### src/rtl/hdc_session_ctrl.sv
// Session controller for the HDC pipeline: host train/predict sessions, ADC sample
// gating, pipeline clock enable and result capture. Optional filter: HDC_RESULT_FILTER_EN.
module hdc_session_ctrl #(
  parameter int MODE_WIDTH     = 2,
  parameter int LABEL_WIDTH    = 5,
  parameter int DISTANCE_WIDTH = 10,
  parameter int CNT_WIDTH      = 16,
  parameter int GATE_CYCLES    = 64,
  parameter int DRAIN_CYCLES   = 256
`ifdef HDC_RESULT_FILTER_EN
  ,
  parameter int FILTER_DEPTH   = 3
`endif
) (
  input  logic                      Clk_CI,
  input  logic                      Reset_RI,
  input  logic                      CmdValid_SI,
  output logic                      CmdReady_SO,
  input  logic [1:0]                CmdOp_DI,
  input  logic [LABEL_WIDTH-1:0]    CmdLabel_DI,
  input  logic [CNT_WIDTH-1:0]      CmdCount_DI,
  input  logic                      SampleValid_SI,
  output logic                      PipeValid_SO,
  input  logic                      PipeReady_SI,
  output logic [MODE_WIDTH-1:0]     PipeMode_SO,
  output logic [LABEL_WIDTH-1:0]    PipeLabel_SO,
  output logic                      PipeClkEn_SO,
  input  logic                      ResValid_SI,
  output logic                      ResReady_SO,
  input  logic [LABEL_WIDTH-1:0]    ResLabel_DI,
  input  logic [DISTANCE_WIDTH-1:0] ResDistance_DI,
  output logic [LABEL_WIDTH-1:0]    LabelOut_DO,
  output logic [DISTANCE_WIDTH-1:0] DistanceOut_DO,
  output logic                      ResultStrobe_SO,
  output logic                      Busy_SO,
  output logic                      Done_SO,
  output logic [CNT_WIDTH-1:0]      SampleCnt_DO,
  output logic [CNT_WIDTH-1:0]      DropCnt_DO,
  output logic [1:0]                State_DO,
  output logic [CNT_WIDTH-1:0]      ResCnt_DO
);

  // Handshakes (command, pipeline sample, result): a transfer happens on a rising
  // edge where valid and ready are both high; a raised valid holds until that edge.

  typedef enum logic [1:0] {
    S_IDLE  = 2'd0,
    S_RUN   = 2'd1,
    S_DRAIN = 2'd2,
    S_DONE  = 2'd3
  } state_t;

  localparam int IDLE_W = $clog2(DRAIN_CYCLES) + 1;
  localparam int GATE_W = $clog2(GATE_CYCLES + 1);
  localparam logic [CNT_WIDTH-1:0] CNT_MAX = '1;

  state_t                 state, state_next;
  logic                   cmd_hs, op_stop, start, stop_now;
  logic                   stopping, accepting, sample_take;
  logic                   pipe_hs, target_hit, drain_go, drop, idle_done;
  logic                   valid_next, busy_now, busy_next, res_hs, capture;
  logic [CNT_WIDTH-1:0]   target, sample_inc;
  logic [IDLE_W-1:0]      idle_cnt;
  logic [GATE_W-1:0]      gate_cnt, gate_next;

  assign ResReady_SO = ~Reset_RI;
  assign res_hs      = ResValid_SI && ResReady_SO;

  always_comb begin
    cmd_hs      = CmdValid_SI && CmdReady_SO;
    op_stop     = (CmdOp_DI == 2'd0) || (CmdOp_DI == 2'd3);
    start       = (state == S_IDLE) && cmd_hs && !op_stop;
    stop_now    = (state == S_RUN) && cmd_hs && op_stop;
    accepting   = (state == S_RUN) && !stopping && !stop_now;
    sample_take = SampleValid_SI && accepting;
    pipe_hs     = PipeValid_SO && PipeReady_SI;
    sample_inc  = (SampleCnt_DO == CNT_MAX) ? SampleCnt_DO : SampleCnt_DO + CNT_WIDTH'(1);
    target_hit  = pipe_hs && (target != '0) && (sample_inc == target);
    drain_go    = target_hit || ((stopping || stop_now) && (!PipeValid_SO || pipe_hs));
    drop        = sample_take && PipeValid_SO && !pipe_hs;
    idle_done   = !ResValid_SI && (idle_cnt == IDLE_W'(DRAIN_CYCLES - 1));
  end

  // FSM: state register
  always_ff @(posedge Clk_CI) begin
    if (Reset_RI) state <= S_IDLE;
    else          state <= state_next;
  end

  // FSM: next state
  always_comb begin
    state_next = state;
    case (state)
      S_IDLE:  if (start)     state_next = S_RUN;
      S_RUN:   if (drain_go)  state_next = S_DRAIN;
      S_DRAIN: if (idle_done) state_next = S_DONE;
      S_DONE:                 state_next = S_IDLE;
      default:                state_next = S_IDLE;
    endcase
  end

  // FSM: outputs
  always_comb begin
    CmdReady_SO = (state == S_IDLE) || (state == S_RUN);
    Busy_SO     = (state == S_RUN) || (state == S_DRAIN);
    Done_SO     = (state == S_DONE);
    State_DO    = state;
  end

  // A sample coinciding with the target-reaching handshake is ignored, not queued.
  always_comb begin
    valid_next = PipeValid_SO;
    if (state != S_RUN)   valid_next = 1'b0;
    else if (pipe_hs)     valid_next = sample_take && !target_hit;
    else if (sample_take) valid_next = 1'b1;
  end

  // The clock-enable hold restarts on any activity and on every busy cycle, so it
  // also stays up for GATE_CYCLES after the session leaves DRAIN.
  always_comb begin
    busy_now  = (state == S_RUN) || (state == S_DRAIN);
    busy_next = (state_next == S_RUN) || (state_next == S_DRAIN);
    if (busy_now || busy_next || SampleValid_SI || ResValid_SI)
      gate_next = GATE_W'(GATE_CYCLES);
    else if (gate_cnt != '0)
      gate_next = gate_cnt - GATE_W'(1);
    else
      gate_next = '0;
  end

  always_ff @(posedge Clk_CI) begin
    if (Reset_RI) begin
      PipeValid_SO <= 1'b0;
      PipeMode_SO  <= '0;
      PipeLabel_SO <= '0;
      PipeClkEn_SO <= 1'b0;
      SampleCnt_DO <= '0;
      DropCnt_DO   <= '0;
      target       <= '0;
      stopping     <= 1'b0;
      idle_cnt     <= '0;
      gate_cnt     <= '0;
    end else begin
      PipeValid_SO <= valid_next;
      stopping     <= (state_next == S_RUN) && (stopping || stop_now);
      gate_cnt     <= gate_next;
      PipeClkEn_SO <= (gate_next != '0) || valid_next;
      if (start) begin
        PipeMode_SO  <= (CmdOp_DI == 2'd1) ? MODE_WIDTH'(1) : '0;
        PipeLabel_SO <= (CmdOp_DI == 2'd1) ? CmdLabel_DI : '0;
        target       <= CmdCount_DI;
        SampleCnt_DO <= '0;
        DropCnt_DO   <= '0;
      end else begin
        if (pipe_hs) SampleCnt_DO <= sample_inc;
        if (drop && DropCnt_DO != CNT_MAX) DropCnt_DO <= DropCnt_DO + CNT_WIDTH'(1);
      end
      if (state != S_DRAIN || ResValid_SI) idle_cnt <= '0;
      else                                 idle_cnt <= idle_cnt + IDLE_W'(1);
    end
  end

`ifdef HDC_RESULT_FILTER_EN
  localparam int RUN_W = $clog2(FILTER_DEPTH + 1);

  logic [RUN_W-1:0]       run_len, run_len_next;
  logic [LABEL_WIDTH-1:0] run_label;

  always_comb begin
    run_len_next = RUN_W'(1);
    if (run_len != '0 && ResLabel_DI == run_label)
      run_len_next = (run_len == RUN_W'(FILTER_DEPTH)) ? run_len : run_len + RUN_W'(1);
  end

  // Train-mode results bypass the label-run requirement.
  assign capture = res_hs &&
                   ((PipeMode_SO == MODE_WIDTH'(1)) || (run_len_next == RUN_W'(FILTER_DEPTH)));

  always_ff @(posedge Clk_CI) begin
    if (Reset_RI || start) begin
      run_len   <= '0;
      run_label <= '0;
    end else if (res_hs) begin
      run_len   <= run_len_next;
      run_label <= ResLabel_DI;
    end
  end
`else
  assign capture = res_hs;
`endif

  always_ff @(posedge Clk_CI) begin
    if (Reset_RI) begin
      LabelOut_DO     <= '0;
      DistanceOut_DO  <= '0;
      ResultStrobe_SO <= 1'b0;
      ResCnt_DO       <= '0;
    end else begin
      ResultStrobe_SO <= capture;
      if (capture) begin
        LabelOut_DO    <= ResLabel_DI;
        DistanceOut_DO <= ResDistance_DI;
      end
      if (start)                              ResCnt_DO <= '0;
      else if (res_hs && ResCnt_DO != CNT_MAX) ResCnt_DO <= ResCnt_DO + CNT_WIDTH'(1);
    end
  end

endmodule

### config.mk
export PLATFORM = sky130hd
export DESIGN_NAME = hdc_session_ctrl
export DESIGN_NICKNAME = d
export VERILOG_FILES = /design/src/rtl/hdc_session_ctrl.sv
export SDC_FILE = /design/constraint.sdc
export NUM_CORES = 1
export LEC_CHECK = 0
export CAP_MARGIN = 25
export CORE_AREA = 2 2 112 114
export CTS_CLUSTER_SIZE = 16
export DETAILED_ROUTE_END_ITERATION = 6
export DIE_AREA = 0 0 114 116
export PLACE_DENSITY = 0.72
export SLEW_MARGIN = 20
export SYNTH_ARGS = -nofsm -noshare
export SYNTH_HDL_FRONTEND = slang
export SYNTH_SLANG_ARGS = --single-unit
### constraint.sdc
create_clock -name Clk_CI -period 5.5 [get_ports Clk_CI]
set_input_delay 1.1 -clock Clk_CI [delete_from_list [all_inputs] [get_ports Clk_CI]]
set_output_delay 1.1 -clock Clk_CI [all_outputs]
set_load 0.02 [all_outputs]
# [Yosys cells after proc, flatten, opt, wreduce, memory -nomap -nowiden]
# Cells that the tools add are included.
[totals] ff_bits=108 in_bits=44 word_cells=93
[op_classes] add_sub_neg=5 eq_ne=14 n_mux=12 bitwise=1 n_reduce_logical=46
[op_table] op="adder 16 x 1 -> 16 bit (second input constant)" n=3
[op_table] op="!= test 16 bit (second input constant)" n=2
[op_table] op="logical AND 1 bit" n=20
[op_table] op="== test 16 bit" n=1
[op_table] op="== test 16 bit (second input constant)" n=1
[op_table] op="2-to-1 mux 16 bit" n=1
[op_table] op="nonzero test 16 bit" n=1
[op_table] op="2-to-1 mux 7 bit" n=2
[op_table] op="nonzero test 7 bit" n=2
[op_table] op="logical OR 1 bit" n=12
[op_table] op="adder 9 x 1 -> 9 bit (second input constant)" n=1
[op_table] op="== test 9 x 8 -> 1 bit (second input constant)" n=1
[op_table] op="== test 2 bit (second input constant)" n=4
[op_table] op="one-hot mux 2 bit (4 select lines)" n=1
[op_table] op="zero test 1 bit" n=7
[op_table] op="subtractor 7 x 1 -> 7 bit (second input constant)" n=1
[op_table] op="== test 2 x 1 -> 1 bit (second input constant)" n=3
[op_table] op="2-to-1 mux 2 bit" n=3
[op_table] op="2-to-1 mux 5 bit" n=1
[op_table] op="zero test 2 bit" n=2
[op_table] op="2-to-1 mux 1 bit" n=4
[op_table] op="OR reduction 2 bit" n=2
[op_table] op="!= test 2 x 1 -> 1 bit (second input constant)" n=1
[op_table] op="!= test 2 bit (second input constant)" n=1
[op_table] op="NOT 1 bit" n=1

# [Logic depth before layout (Yosys ltp)]
# Gate-level depths: netlist (run 1).
[logic_depth] word_depth=18 mapped_depth=17 mapped_depth_nobuf=15

# [Worst setup path before layout (run 1)]
# OpenSTA, ideal clock, no wires.
[synth_timing] path_type="flip-flop to flip-flop" startpoint="reg SampleCnt_DO[0]" endpoint="reg PipeClkEn_SO" t_arrival_ps=3836 slack_ps=1595 stages_incl_launch_ff=16 path_buffers=1 period_less_slack_ps=3905 path_cell_list="dfxtp_1 ha_1 nand4_2 or4_4 buf_6 mux2i_1 a2111oi_2 o2111ai_2 a41oi_2 a31oi_1 ha_1 nor4b_1 nand3_1 a41oi_1 nor2_1 o21ai_1"
[synth_via] elab_chain_cells=15 word_cells_on_any_way=21 cone_classes="add/sub (1); eq/ne (4); mux (6); reduce/logical (10)"
[synth_rtl] item="from (decl)" line_no="37" text="output logic [CNT_WIDTH-1:0] SampleCnt_DO,"
[synth_rtl] item="from (signal assigned)" line_no="155" text="if (pipe_hs) SampleCnt_DO <= sample_inc;"
[synth_rtl] item="adder 16 x 1 -> 16 bit / == test 16 bit (equally long branches)" line_no="77" text="sample_inc = (SampleCnt_DO == CNT_MAX) ? SampleCnt_DO : SampleCnt_DO + CNT_WIDTH'(1);"
[synth_rtl] item="2-to-1 mux 16 bit *" line_no="77"
[synth_rtl] item="== test 16 bit *" line_no="78" text="target_hit = pipe_hs && (target != '0) && (sample_inc == target);"
[synth_rtl] item="logical AND 1 bit *" line_no="78"
[synth_rtl] item="logical OR 1 bit *" line_no="79" text="drain_go = target_hit || ((stopping || stop_now) && (!PipeValid_SO || pipe_hs));"
[synth_rtl] item="2-to-1 mux 2 bit *" line_no="95" text="S_RUN: if (drain_go) state_next = S_DRAIN;"
[synth_rtl] item="one-hot mux 2 bit (4 select lines) *" line_no="93" text="case (state)"
[synth_rtl] item="via state_next[0]" line_no="57" text="state_t state, state_next;"
[synth_rtl] item="== test 2 x 1 -> 1 bit / == test 2 bit (equally long branches)" line_no="122" text="busy_next = (state_next == S_RUN) || (state_next == S_DRAIN);"
[synth_rtl] item="logical OR 1 bit *" line_no="122"
[synth_rtl] item="logical OR 1 bit * (3 in series)" line_no="123" text="if (busy_now || busy_next || SampleValid_SI || ResValid_SI)"
[synth_rtl] item="2-to-1 mux 7 bit *" line_no="123"
[synth_rtl] item="nonzero test 7 bit *" line_no="147" text="PipeClkEn_SO <= (gate_next != '0) || valid_next;"
[synth_rtl] item="logical OR 1 bit *" line_no="147"
[synth_rtl] item="to (signal assigned)" line_no="147"
[synth_rtl] item="to (decl)" line_no="27" text="output logic PipeClkEn_SO,"
# Mark *: on every way through the listed nets, which the timed path passes. The rest lies on a longest branch.
# A chain may end at the register's enable or synchronous reset.

# [Worst setup path in the final report (run 1)]
# Ends and elaborated chain as after synthesis.

==> results of run 1 <==
## layer usage
layer	up-vias	GRT usage, %	routed length (microns)
met5	-	0	0
met4	0	9.43	367
met3	29	5.75	956
met2	152	36.9	6530
met1	2261	24.4	5760
li1	2373	-	-
## stage by stage
| step | setup slack (ns) | cell area [sq um] | power (mW) |
|---|---|---|---|
| CTS | 1.21 | 6830 | 1.73 |
| finish | 1.14 | 6830 | 1.71 |
| global placement | 1.17 | 6550 | 1.10 |
| global route | 0.834 | 6830 | 1.78 |
| detailed placement | 1.10 | 6550 | 1.10 |
| floorplan | 1.59 | 5260 | 1.00 |
## layout by cell type (no fill, tap or decap), drive strengths merged, types with 4 or more instances in the layout
master and count:
or2 6, or4 4, dfxtp 107, inv 18
and4 8, o21ai 10, and3 9, a21oi 41
nand4 14, or3 9, clkdlybuf4s50 121, nand3 36
clkbuf 12, clkinv 4, a211oi 4, xnor2 25
xor2 34, and2 4, nor3 11, nor2 96
buf 4, ha 14, nand2 74, nor4 11
mux2i 19
## sequential cells by signal, indices dropped and copies added, names as in the netlist
name,flops
DropCnt_DO,16
idle_cnt,9
PipeMode_SO,1
LabelOut_DO,5
gate_cnt,7
stopping,1
ResultStrobe_SO,1
PipeLabel_SO,5
SampleCnt_DO,16
target,16
State_DO,2
DistanceOut_DO,10
PipeClkEn_SO,1
ResCnt_DO,16
PipeValid_SO,1
## cell type report
class,count,area share (%)
multi-input cells,472,42.7
repair buffers,125,18.2
well taps,147,2.69
inverters,18,0.989
flip-flops and latches,107,31.4
clock inverters,4,0.348
clock buffers,12,3.76
## worst max path at each step
| stage | start | to | cells after the start |
|---|---|---|---|
| 2_1_floorplan | SampleCnt_DO[0] | PipeClkEn_SO | 15 |
| 3_3_place_gp | PipeReady_SI | PipeClkEn_SO | 14 |
| 3_5_place_dp | PipeReady_SI | PipeClkEn_SO | 14 |
| 4_1_cts | SampleCnt_DO[0] | PipeClkEn_SO | 14 |
| 5_1_grt | SampleCnt_DO[0] | PipeClkEn_SO | 15 |
| 6_report | SampleCnt_DO[0] | PipeClkEn_SO | 14 |
## cell families (layout without fill, tap and decap cells)
group                      after synthesis  after routing  synth area share [%]
buffers and inverters                   48            159                  3.88
and+or+nand+nor                        297            297                  27.8
xor gates and xnor gates                59             59                  9.82
DFF                                    107            107                  40.7
other                                    1              1                0.0713
muxes                                   19             19                  3.62
adders and majority gates               14             14                  3.33
AOI/OAI and AO/OA                       82             82                  10.8
## synthesized netlist by cell type, types with 11 or more instances
cell / n
inv_1: 17
ha_1: 14
nand2_1: 74
xnor2_1: 25
a21oi_1: 40
dfxtp_1: 107
nand4_1: 12
nor2_1: 96
nand3_1: 35
mux2i_1: 19
xor2_1: 34
nor3_1: 11
clkbuf_1: 23
## where the power goes
group / internal [mW] / switching (mW)
clock network: 0.332 / 0.288
registers: 0.800 / 0.0254
logic: 0.125 / 0.139
total: 1.26 / 0.453
## worst max-delay path, stage by stage (launching register included)
cell	delay, ns
dfxtp_1	0.47
ha_1	0.34
nand4_2	0.26
or4_4	0.68
mux2i_1	0.16
a2111oi_2	0.53
o2111ai_2	0.26
a41oi_2	0.27
a31oi_1	0.06
ha_1	0.29
nor4b_1	0.31
nand3_1	0.29
a41oi_1	0.23
nor2_1	0.06
o21ai_1	0.06
==> results.md, run 1 <==
Yosys:
- In the post-synthesis netlist, the biggest area contributors are dfxtp_1 (41%), nor2_1 (6.9%), xor2_1 (5.7%), nand2_1 (5.3%), xnor2_1 (4.2%).
- The register area share after synthesis is 40.7%.
- After synthesis, the mean cell area works out to 8.39 sq um.
- Counting flops with an async set or reset pin after synthesis yields a share of 0%.
- The top cell type by area accounts for 40.7% of the synthesized area.
- The instance count of the mapped netlist is 627.
- The Yosys step of the flow raised 0 warnings.
- The top cell type by total area after synthesis is dfxtp_1.
- The mapped netlist covers 5260 sq um.
- The predominant post-synthesis flop cell is dfxtp_1.
- The synthesized net count is 685.
- The synthesis-stage register bit count is 107.
- Counting distinct cell types in the post-synthesis netlist gives 60.
- In this run, synthesis inferred 0 flip-flops with an integrated enable.

STA:
- Setup repair after global routing left no endpoint under its margin.
- The final count of pins violating max slew is 0.
- The fmax is 229 MHz.
- Setup violations remaining at the end of the flow were counted as 0.
- After layout, the minimum clock period comes to 4.36 ns.
- Across the routed clock network, the largest skew measured is 0.00571 ns.
- The actual slew at the worst max-slew pin is 0.609 ns.
- The number of hold violations in the final report is 0.
- Measured against its own limit, the worst slew margin works out to 58.8%.
- On the final layout, the worst hold slack is 0.458 ns.
- The total negative slack for setup checks is 0 ns.
- The worst path uses 79.3% of the clock period.

Setup path:
- In this run the worst path has a maximum fanout of 7.
- The worst setup path is captured at a flip-flop.
- At the worst endpoint, the required time is 5.79 ns.
- The terminus of the critical flop-to-flop path is PipeClkEn_SO.
- The worst setup path is of the reg -> reg kind.
- The type of origin of the critical path is a flip-flop.
- The depth of the worst register-to-register path is 14.
- In this run the critical register-to-register path is launched from SampleCnt_DO[0].
- STA puts the critical path data arrival time at 4.65 ns.
- For flop-to-flop paths, the worst setup slack is 1.14 ns.

Hold path:
- Along the worst hold path, the cell count comes to 2.
- The class of the worst hold path is reg -> reg.
- The terminating pin of the worst hold path is PipeLabel_SO[0].
- The startpoint of the most critical hold path is PipeLabel_SO[0].

Floorplanning:
- The die extent in y is 116 microns.
- Pin placement for this block handled 123 I/O pins.
- The number of rows created at floorplan is 40.
- The floorplan step defined a die boundary enclosing 13200 sq um.
- The floorplan step set the die width to 114 microns.
- The core area is 11900 sq um.
- The initial core utilization is 44.2%.

Power and ir drop:
- The analysis attributes to cell leakage a power of 2.46 nW.
- IR analysis of the VDD net gives a maximum drop of 0.172 mV.
- In this run the power density over the cells is 250 nW/um^2.

CTS:
- The count of clock tree sinks is 107.
- After clock tree synthesis, the setup repair step added 0 buffers.
- The clock slew seen by the registers of the worst setup and hold paths is 0.07 ns.
- After clock tree synthesis, the flow added hold-fix buffers numbering 0.
- The buffer type at the clock tree root is clkbuf_16.
- The maximum clock path buffer count is 2.
- The number of buffers created by CTS is 9.
- The H-tree was split into 3 levels.
- The later pin in the worst-skew pair is clocked with a latency of 0.35 ns.
- The clock tree from TritonCTS is done.
- The count of instances resized after the clock tree is built is 0.

Final layout:
- After the last flow step, the layout net total stands at 791.
- The sequential cells in the finished layout cover a total of 2140 sq um.
- Of the cells placed in the final design, the portion with a size suffix greater than 1 is 5.28%.
- The final core utilization is 57.3%.
- The multi-input combinational cells in the finished layout cover a total of 2910 sq um.
- Fill cells in the final layout number 1112.
- The number of cells in the finished layout apart from fillers is 885.
- The growth of design area from synthesis to finish is 29.8%.
- 0 antenna diodes ended up in the layout.

Placed design:
- Buffers placed on the I/O ports in this run total 121.
- The post-detailed-placement half-perimeter wirelength is 10000 microns.
- Routability-driven placement finished with a final weighted congestion of 0.917.
- Counting tap cells, the placed design contains a total of 869 instances.

Drt:
- The final routed DRC violation total is 0.
- The number of DRC markers after the initial detailed-route iteration is 226.
- In this run the remaining antenna-violating nets after routing total 0.
- The total number of vias is 4815.
- The first detailed-routing pass took 4 iterations.
- The routed length per placed instance is 15.4 microns.
- Using the TritonRoute via totals, the vias-per-cell ratio works out to 5.44.
- The total wirelength of the detailed-routed design is 13600 microns.

Global route:
- The initial antenna violation count is 0.
- The aggregate global routing overflow is 0.
- The first global-routing pass estimated 22500 microns of wire.
- The largest net degree at the start of global routing is 49.
- The via count of the first global-routing pass is 4854.
- Global routing used 21.2% of the available tracks.

Outcome:
- The run finished with clean final reports.

Flow run:
- The reported max-cap violation count is 0.
No activity file was read; power rests on OpenSTA's default activity.
==> run 2, diff against run 1 <==
Settings changed: PLACE_DENSITY 0.72 to 0.74.
Clock period 5.5 ns to 3.8 ns, I/O delays scaled along.
==> run 2 against run 1 <==
Sequential share of layout area down 1.0 points. Via count up 1.7%. Sequential power up 45%. Clock power up 57%. Highest routed layer unchanged.
==> results.md, run 2 (synthesized netlist as in run 1, its figures left out) <==
Global route:
- The largest net degree at the start of global routing was 49 (unchanged).
- The global-route wire length before repair was 23100 microns (was 22500 microns).
- The aggregate global routing overflow is 0 (unchanged).
- The total track usage is 21.9% (was 21.2%).
- The via count of the first global-routing pass was 4891 (was 4854).
- The initial antenna violation count came to 0 (unchanged).

Final layout:
- The number of fillers in the final layout came to 1059 (was 1112).
- The number of nets in the final layout is 817 (was 791).
- The final core utilization was 59.4% (was 57.3%).
- The leading cell type in the layout, fill and taps excluded is clkdlybuf4s50_1 (unchanged).
- Highest-count cells in the layout ignoring fill and taps: clkdlybuf4s50_1 (121), dfxtp_1 (104), nor2_1 (96) (was clkdlybuf4s50_1 (121), dfxtp_1 (107), nor2_1 (96)).
- The number of diodes is 0 (unchanged).
- The number of cells in the finished layout apart from fillers was 911 (was 885).
- The final instance area is 7080 sq um (was 6830 sq um).
- The growth of design area from synthesis to finish came to 34.5% (was 29.8%).
- The fraction of final layout cells with drive strength greater than 1 is 9.16% (was 5.28%).

STA:
- The worst-case setup margin in the final layout was 0.197 ns (was 1.14 ns).
- Setup repair after global routing missed its margin: no (unchanged).
- The actual slew at the worst max-slew pin is 0.533 ns (was 0.609 ns).
- The hold slack is 0.454 ns (was 0.458 ns).
- The fmax is 278 MHz (was 229 MHz).
- The max-slew headroom at the worst pin is 64.0% (was 58.8%).
- The final critical-path required period is 3.60 ns (was 4.36 ns).
- The final count of pins violating max slew is 0 (unchanged).
- The clock tree skew after final layout came to 0.00905 ns (was 0.00571 ns).
- The final setup violation count came to 0 (unchanged).
- The period utilization was 94.8% (was 79.3%).
- The number of hold violations in the final report was 0 (unchanged).
- The total negative slack for setup checks is 0 ns (unchanged).

Hold path:
- The startpoint of the most critical hold path is idle_cnt[0] (was PipeLabel_SO[0]).
- The class of the worst hold path is reg -> reg (unchanged).
- The hold path depth is 1 (was 2).

Drt:
- The total wirelength of the detailed-routed design came to 14100 microns (was 13600 microns).
- The routed length per placed instance came to 15.5 microns (was 15.4 microns).
- The number of DRC markers after the initial detailed-route iteration is 302 (was 226).
- The first-pass iteration count of the detailed router is 5 (was 4).
- The count of nets left with antenna violations after detail routing is 0 (unchanged).
- The final routed DRC violation total came to 0 (unchanged).
- The total number of vias is 4896 (was 4815).
- The ratio of routed vias to standard cells is 5.37 (was 5.44).

Placed design:
- The number of buffer cells added on primary ports was 121 (unchanged).
- The worst slack at placement is -0.138 ns (was 1.10 ns).
- The final weighted congestion of routability-driven global placement was 0.905 (was 0.917).
- The standard cell area after detailed placement is 6740 sq um (was 6550 sq um).
- The post-detailed-placement half-perimeter wirelength is 10700 microns (was 10000 microns).
- The number of placed instances with taps included was 894 (was 869).

CTS:
- The maximum clock path buffer count is 2 (unchanged).
- The number of buffers created by CTS came to 9 (unchanged).
- The count of clock tree sinks came to 107 (unchanged).
- The buffer type at the clock tree root is clkbuf_16 (unchanged).
- The maximum level of the CTS H-tree was 3 (unchanged).
- The clock tree from TritonCTS was done (unchanged).
- The clock network latency to the later pin of the worst-skew pair is 0.36 ns (was 0.35 ns).
- The clock slew seen by the registers of the worst setup and hold paths is 0.07 ns (about the same).
- The number of buffers added to fix hold violations after cts was 0 (unchanged).

Setup path:
- The worst path buffer plus inverter count is 0 (unchanged).
- The type of origin of the critical path is a flip-flop (unchanged).
- The stage delay of the slowest cell on the critical path was 0.66 ns (was 0.68 ns).
- The family of cells with the greatest summed delay on the critical path is simple AND/OR/NAND/NOR gates (unchanged).
- The depth of the worst register-to-register path came to 13 (was 14).
- Cell-by-cell listing of the critical path: nand4_2 -> or4_4 -> mux2i_1 -> a2111oi_2 -> o2111ai_2 -> a41oi_2 -> a31oi_1 -> ha_1 -> nor4b_2 -> nand3_1 -> a41oi_1 -> nor2_1 -> o21ai_1 (was ha_1 -> nand4_2 -> or4_4 -> mux2i_1 -> a2111oi_2 -> o2111ai_2 -> a41oi_2 -> a31oi_1 -> ha_1 -> nor4b_1 -> nand3_1 -> a41oi_1 -> nor2_1 -> o21ai_1).
- The critical path start-end classification is reg -> reg (unchanged).
- The endpoint kind of the worst setup timing path was a flip-flop (unchanged).
- The highest fanout seen on the critical path is 9 (was 7).
- The worst endpoint data arrival time is 3.90 ns (was 4.65 ns).
- The critical path data required time came to 4.10 ns (was 5.79 ns).
- The cell depth of the worst setup path came to 13 (was 14).
- The library cell contributing the largest single delay on the critical path is or4_4 (unchanged).
- The origin of the critical flop-to-flop path is SampleCnt_DO[11] (was SampleCnt_DO[0]).
- The source of the critical timing path is SampleCnt_DO[11] (was SampleCnt_DO[0]).

Floorplanning:
- The x dimension of the die was 114 microns (unchanged).
- The number of rows created at floorplan is 40 (unchanged).
- The die extent in y is 116 microns (unchanged).
- The initial core utilization is 44.2% (unchanged).
- The total die area is 13200 sq um (unchanged).
- The core area is 11900 sq um (unchanged).
- The I/O pin count is 123 (unchanged).

Power and ir drop:
- The overall power consumption is 2.56 mW (was 1.71 mW).
- The static power due to leakage is 2.62 nW (was 2.46 nW).
- The worst ir drop on vdd is 0.323 mV (was 0.172 mV).
- The ratio of total power to cell area came to 362 nW/um^2 (was 250 nW/um^2).

Flow run:
- The reported max-cap violation count is 0 (unchanged).

Outcome:
- Result of the run: completed (unchanged).
run 2: cell count changes in the layout (fill, tap and decap cells not counted), sizes merged:
cell / change
buf: +26
bufinv: +1
clkbuf: -1
clkinv: -3
inv: +3
run 2: repair_timing:
item,in CTS,in global routing
setup endpoints to repair,7,7
pin swaps,0,2
buffers inserted,0,1
gates resized for setup,3,1
run 2: worst paths after layout:
| check | slack (ns) | endpoint |
|---|---|---|
| worst max-delay path | 0.20 | PipeClkEn_SO |
| worst min-delay path | 0.45 | idle_cnt[0] |
| worst max register to register | 0.20 | PipeClkEn_SO |
| worst min register to register | 0.45 | idle_cnt[0] |
run 2: area by class of cell:
type	instances	area, sq um	area share, %
clock buffers	11	243	3.43
clock inverters	5	65.1	0.920
inverters	18	67.6	0.955
multi-input cells	472	2930	41.5
flip-flops and latches	107	2150	30.3
well taps	147	184	2.60
repair buffers	151	1440	20.3
run 2: layer usage:
| metal | share of wire, % | GRT usage [%] | up-vias | wire length, microns |
|---|---|---|---|---|
| met5 | 0 | 0 | - | 0 |
| met4 | 2.6 | 8.29 | 0 | 373 |
| met3 | 7.1 | 7.64 | 28 | 999 |
| met2 | 49 | 38.1 | 148 | 6900 |
| met1 | 41 | 25.0 | 2289 | 5860 |
| li1 | - | - | 2431 | - |
run 2: where the power goes:
| part | switching, mW | internal [mW] |
|---|---|---|
| registers | 0.0382 | 1.16 |
| clock network | 0.437 | 0.539 |
| logic | 0.208 | 0.183 |
| total | 0.683 | 1.88 |
==> run 3, diff against run 2 <==
Settings changed: PLACE_DENSITY 0.74 to 0.72.
Clock period 3.8 ns to 4.3 ns, I/O delays scaled along.
==> run 3 against run 2 <==
Utilization shrank 1.3 points. Setup slack better by 0.068 ns. Clock skew fell by 0.0019 ns. Clock power down 16%. Global-route usage fell by 0.33 points. Largest power group unchanged.
==> results.md, run 3 (synthesized netlist as in run 1, its figures left out) <==
CTS:
- The buffer type at the clock tree root is clkbuf_16 (unchanged).
- The clock network latency to the later pin of the worst-skew pair came to 0.36 ns (about the same).
- The maximum level of the CTS H-tree came to 3 (unchanged).
- The clock slew seen by the registers of the worst setup and hold paths is 0.07 ns (about the same).
- The count of instances resized after the clock tree is built is 0 (was 3).
- The clock tree from TritonCTS was done (unchanged).
- The number of buffers created by CTS is 9 (unchanged).
- The maximum clock path buffer count came to 2 (unchanged).
- The count of clock tree sinks is 107 (unchanged).
- The number of buffers added to fix hold violations after cts is 0 (unchanged).
- The post-CTS setup-driven buffer insertion count is 0 (unchanged).

Floorplanning:
- The initial core utilization is 44.2% (unchanged).
- The die extent in y is 116 microns (unchanged).
- The I/O pin count is 123 (unchanged).
- The core area is 11900 sq um (unchanged).
- The total die area is 13200 sq um (unchanged).
- The x dimension of the die came to 114 microns (unchanged).
- The number of rows created at floorplan is 40 (unchanged).

Final layout:
- The number of nets in the final layout is 800 (was 817).
- The leading cell type in the layout, fill and taps excluded is clkdlybuf4s50_1 (unchanged).
- The number of fillers in the final layout is 1067 (was 1059).
- Highest-count cells in the layout ignoring fill and taps: clkdlybuf4s50_1 (121), dfxtp_1 (107), nor2_1 (96) (was clkdlybuf4s50_1 (121), dfxtp_1 (104), nor2_1 (96)).
- The area used by sequential logic in the layout is 2140 sq um (was 2150 sq um).
- The final core utilization was 58.1% (was 59.4%).
- The number of cells in the finished layout apart from fillers is 894 (was 911).
- The footprint of the multi-input gates is 2920 sq um (was 2930 sq um).
- The growth of design area from synthesis to finish is 31.5% (was 34.5%).
- The fraction of final layout cells with drive strength greater than 1 was 6.69% (was 9.16%).
- The number of diodes is 0 (unchanged).

Global route:
- The aggregate global routing overflow is 0 (unchanged).
- The via count of the first global-routing pass is 4670 (was 4891).
- The global-route wire length before repair is 22500 microns (was 23100 microns).
- The initial antenna violation count is 0 (unchanged).
- The total track usage was 21.6% (was 21.9%).
- The largest net degree at the start of global routing came to 49 (unchanged).

Power and ir drop:
- The ratio of total power to cell area is 321 nW/um^2 (was 362 nW/um^2).
- The worst ir drop on vdd came to 0.183 mV (was 0.323 mV).
- The static power due to leakage is 2.51 nW (was 2.62 nW).
- The internal power component is 1.64 mW (was 1.88 mW).
- The share of total power in sequential cells is 47.6% (was 46.7%).
- The overall power consumption is 2.22 mW (was 2.56 mW).
- The switching part of the total power came to 26.3% (was 26.6%).
- The part of the total power dissipated in the clock network was 37.0% (was 38.1%).
- The combinational cell fraction of total power came to 15.4% (was 15.2%).
- The net switching power came to 0.584 mW (was 0.683 mW).

Outcome:
- Result of the run: completed (unchanged).

Drt:
- The final routed DRC violation total is 0 (unchanged).
- The count of nets left with antenna violations after detail routing is 0 (unchanged).
- The routed length per placed instance is 15.7 microns (was 15.5 microns).
- The total wirelength of the detailed-routed design came to 14000 microns (was 14100 microns).
- The first-pass iteration count of the detailed router is 4 (was 5).
- The ratio of routed vias to standard cells is 5.41 (was 5.37).
- The total number of vias is 4839 (was 4896).
- The number of DRC markers after the initial detailed-route iteration is 287 (was 302).

Setup path:
- The critical path data required time is 4.60 ns (was 4.10 ns).
- The endpoint kind of the worst setup timing path is a flip-flop (unchanged).
- The worst endpoint data arrival time is 4.33 ns (was 3.90 ns).
- The critical path start-end classification is reg -> reg (unchanged).
- The type of origin of the critical path is a flip-flop (unchanged).
- The highest fanout seen on the critical path came to 8 (was 9).

STA:
- The number of hold violations in the final report is 0 (unchanged).
- The fmax came to 248 MHz (was 278 MHz).
- The max-slew headroom at the worst pin is 61.2% (was 64.0%).
- The actual slew at the worst max-slew pin is 0.575 ns (was 0.533 ns).
- The hold slack was 0.451 ns (was 0.454 ns).
- The total negative slack for setup checks is 0 ns (unchanged).
- Setup repair after global routing missed its margin: no (unchanged).
- The final critical-path required period is 4.04 ns (was 3.60 ns).
- The final count of pins violating max slew is 0 (unchanged).
- The period utilization was 93.8% (was 94.8%).
- The clock tree skew after final layout was 0.00711 ns (was 0.00905 ns).
- The final setup violation count is 0 (unchanged).

Hold path:
- The class of the worst hold path is reg -> reg (unchanged).

Placed design:
- The number of buffer cells added on primary ports is 121 (unchanged).
- The final weighted congestion of routability-driven global placement was 0.962 (was 0.905).
- The post-detailed-placement half-perimeter wirelength was 10600 microns (was 10700 microns).
- The number of placed instances with taps included came to 878 (was 894).

Flow run:
- The reported max-cap violation count is 0 (unchanged).
==> run 3: changes by cell type in the layout (fill, tap and decap cells not counted), moves of 2 or more <==
cell | before | now
inv_6 | 4 | 2
clkinv_2 | 0 | 3
dfxtp_2 | 3 | 0
buf_4 | 30 | 13
dfxtp_1 | 104 | 107
==> run 3: layer usage <==
metal | track usage (%) | part of all wire [%] | vias up
li1 | - | - | 2391
met1 | 25.5 | 42 | 2271
met2 | 36.3 | 48 | 147
met3 | 7.37 | 7.5 | 30
met4 | 8.62 | 2.6 | 0
met5 | 0 | 0 | -
==> run 3: final cells by class <==
cell class	instances	area share, %
Clock buffer	10	3.31
Clock inverter	6	0.904
Inverter	18	0.977
Multi-Input combinational cell	472	42.3
Sequential cell	107	31.0
Tap cell	147	2.66
Timing Repair Buffer	134	18.9
==> run 3: final timing paths <==
path	start	end	slack [ns]	cells after the start
setup / recovery	SampleCnt_DO[1]	PipeClkEn_SO	0.26	15
hold / removal	idle_cnt[0]	idle_cnt[0]	0.45	1
setup reg to reg	SampleCnt_DO[1]	PipeClkEn_SO	0.26	15
hold reg to reg	idle_cnt[0]	idle_cnt[0]	0.45	1
==> run 3: power groups by stage <==
stage | clock, mW | sequential [mW] | combinational [mW]
CTS | 0.846 | 1.06 | 0.341
detailed placement | 0 | 1.08 | 0.339
floorplan | 0 | 1.09 | 0.192
global placement | 0 | 1.08 | 0.336
finish | 0.823 | 1.06 | 0.341
global route | 0.883 | 1.06 | 0.371
==> run 3: metrics by stage <==
stage,setup WS [ns],area [sq um]
finish,0.264,6920
detailed placement,0.149,6620
global placement,0.340,6620
floorplan,0.395,5260
CTS,0.115,6910
global route,0.00127,6920
==> run 3: critical path, stage by stage (launching register included) <==
cell,delay (ns)
dfxtp_1,0.47
ha_2,0.31
nand4_2,0.26
or4_1,0.59
a32oi_1,0.20
nand3_1,0.09
a2111oi_1,0.40
o2111ai_2,0.28
a41oi_2,0.31
a31oi_1,0.07
ha_1,0.29
nor4b_2,0.25
nand3_1,0.14
a41oi_1,0.18
nor2_1,0.06
o21ai_1,0.07
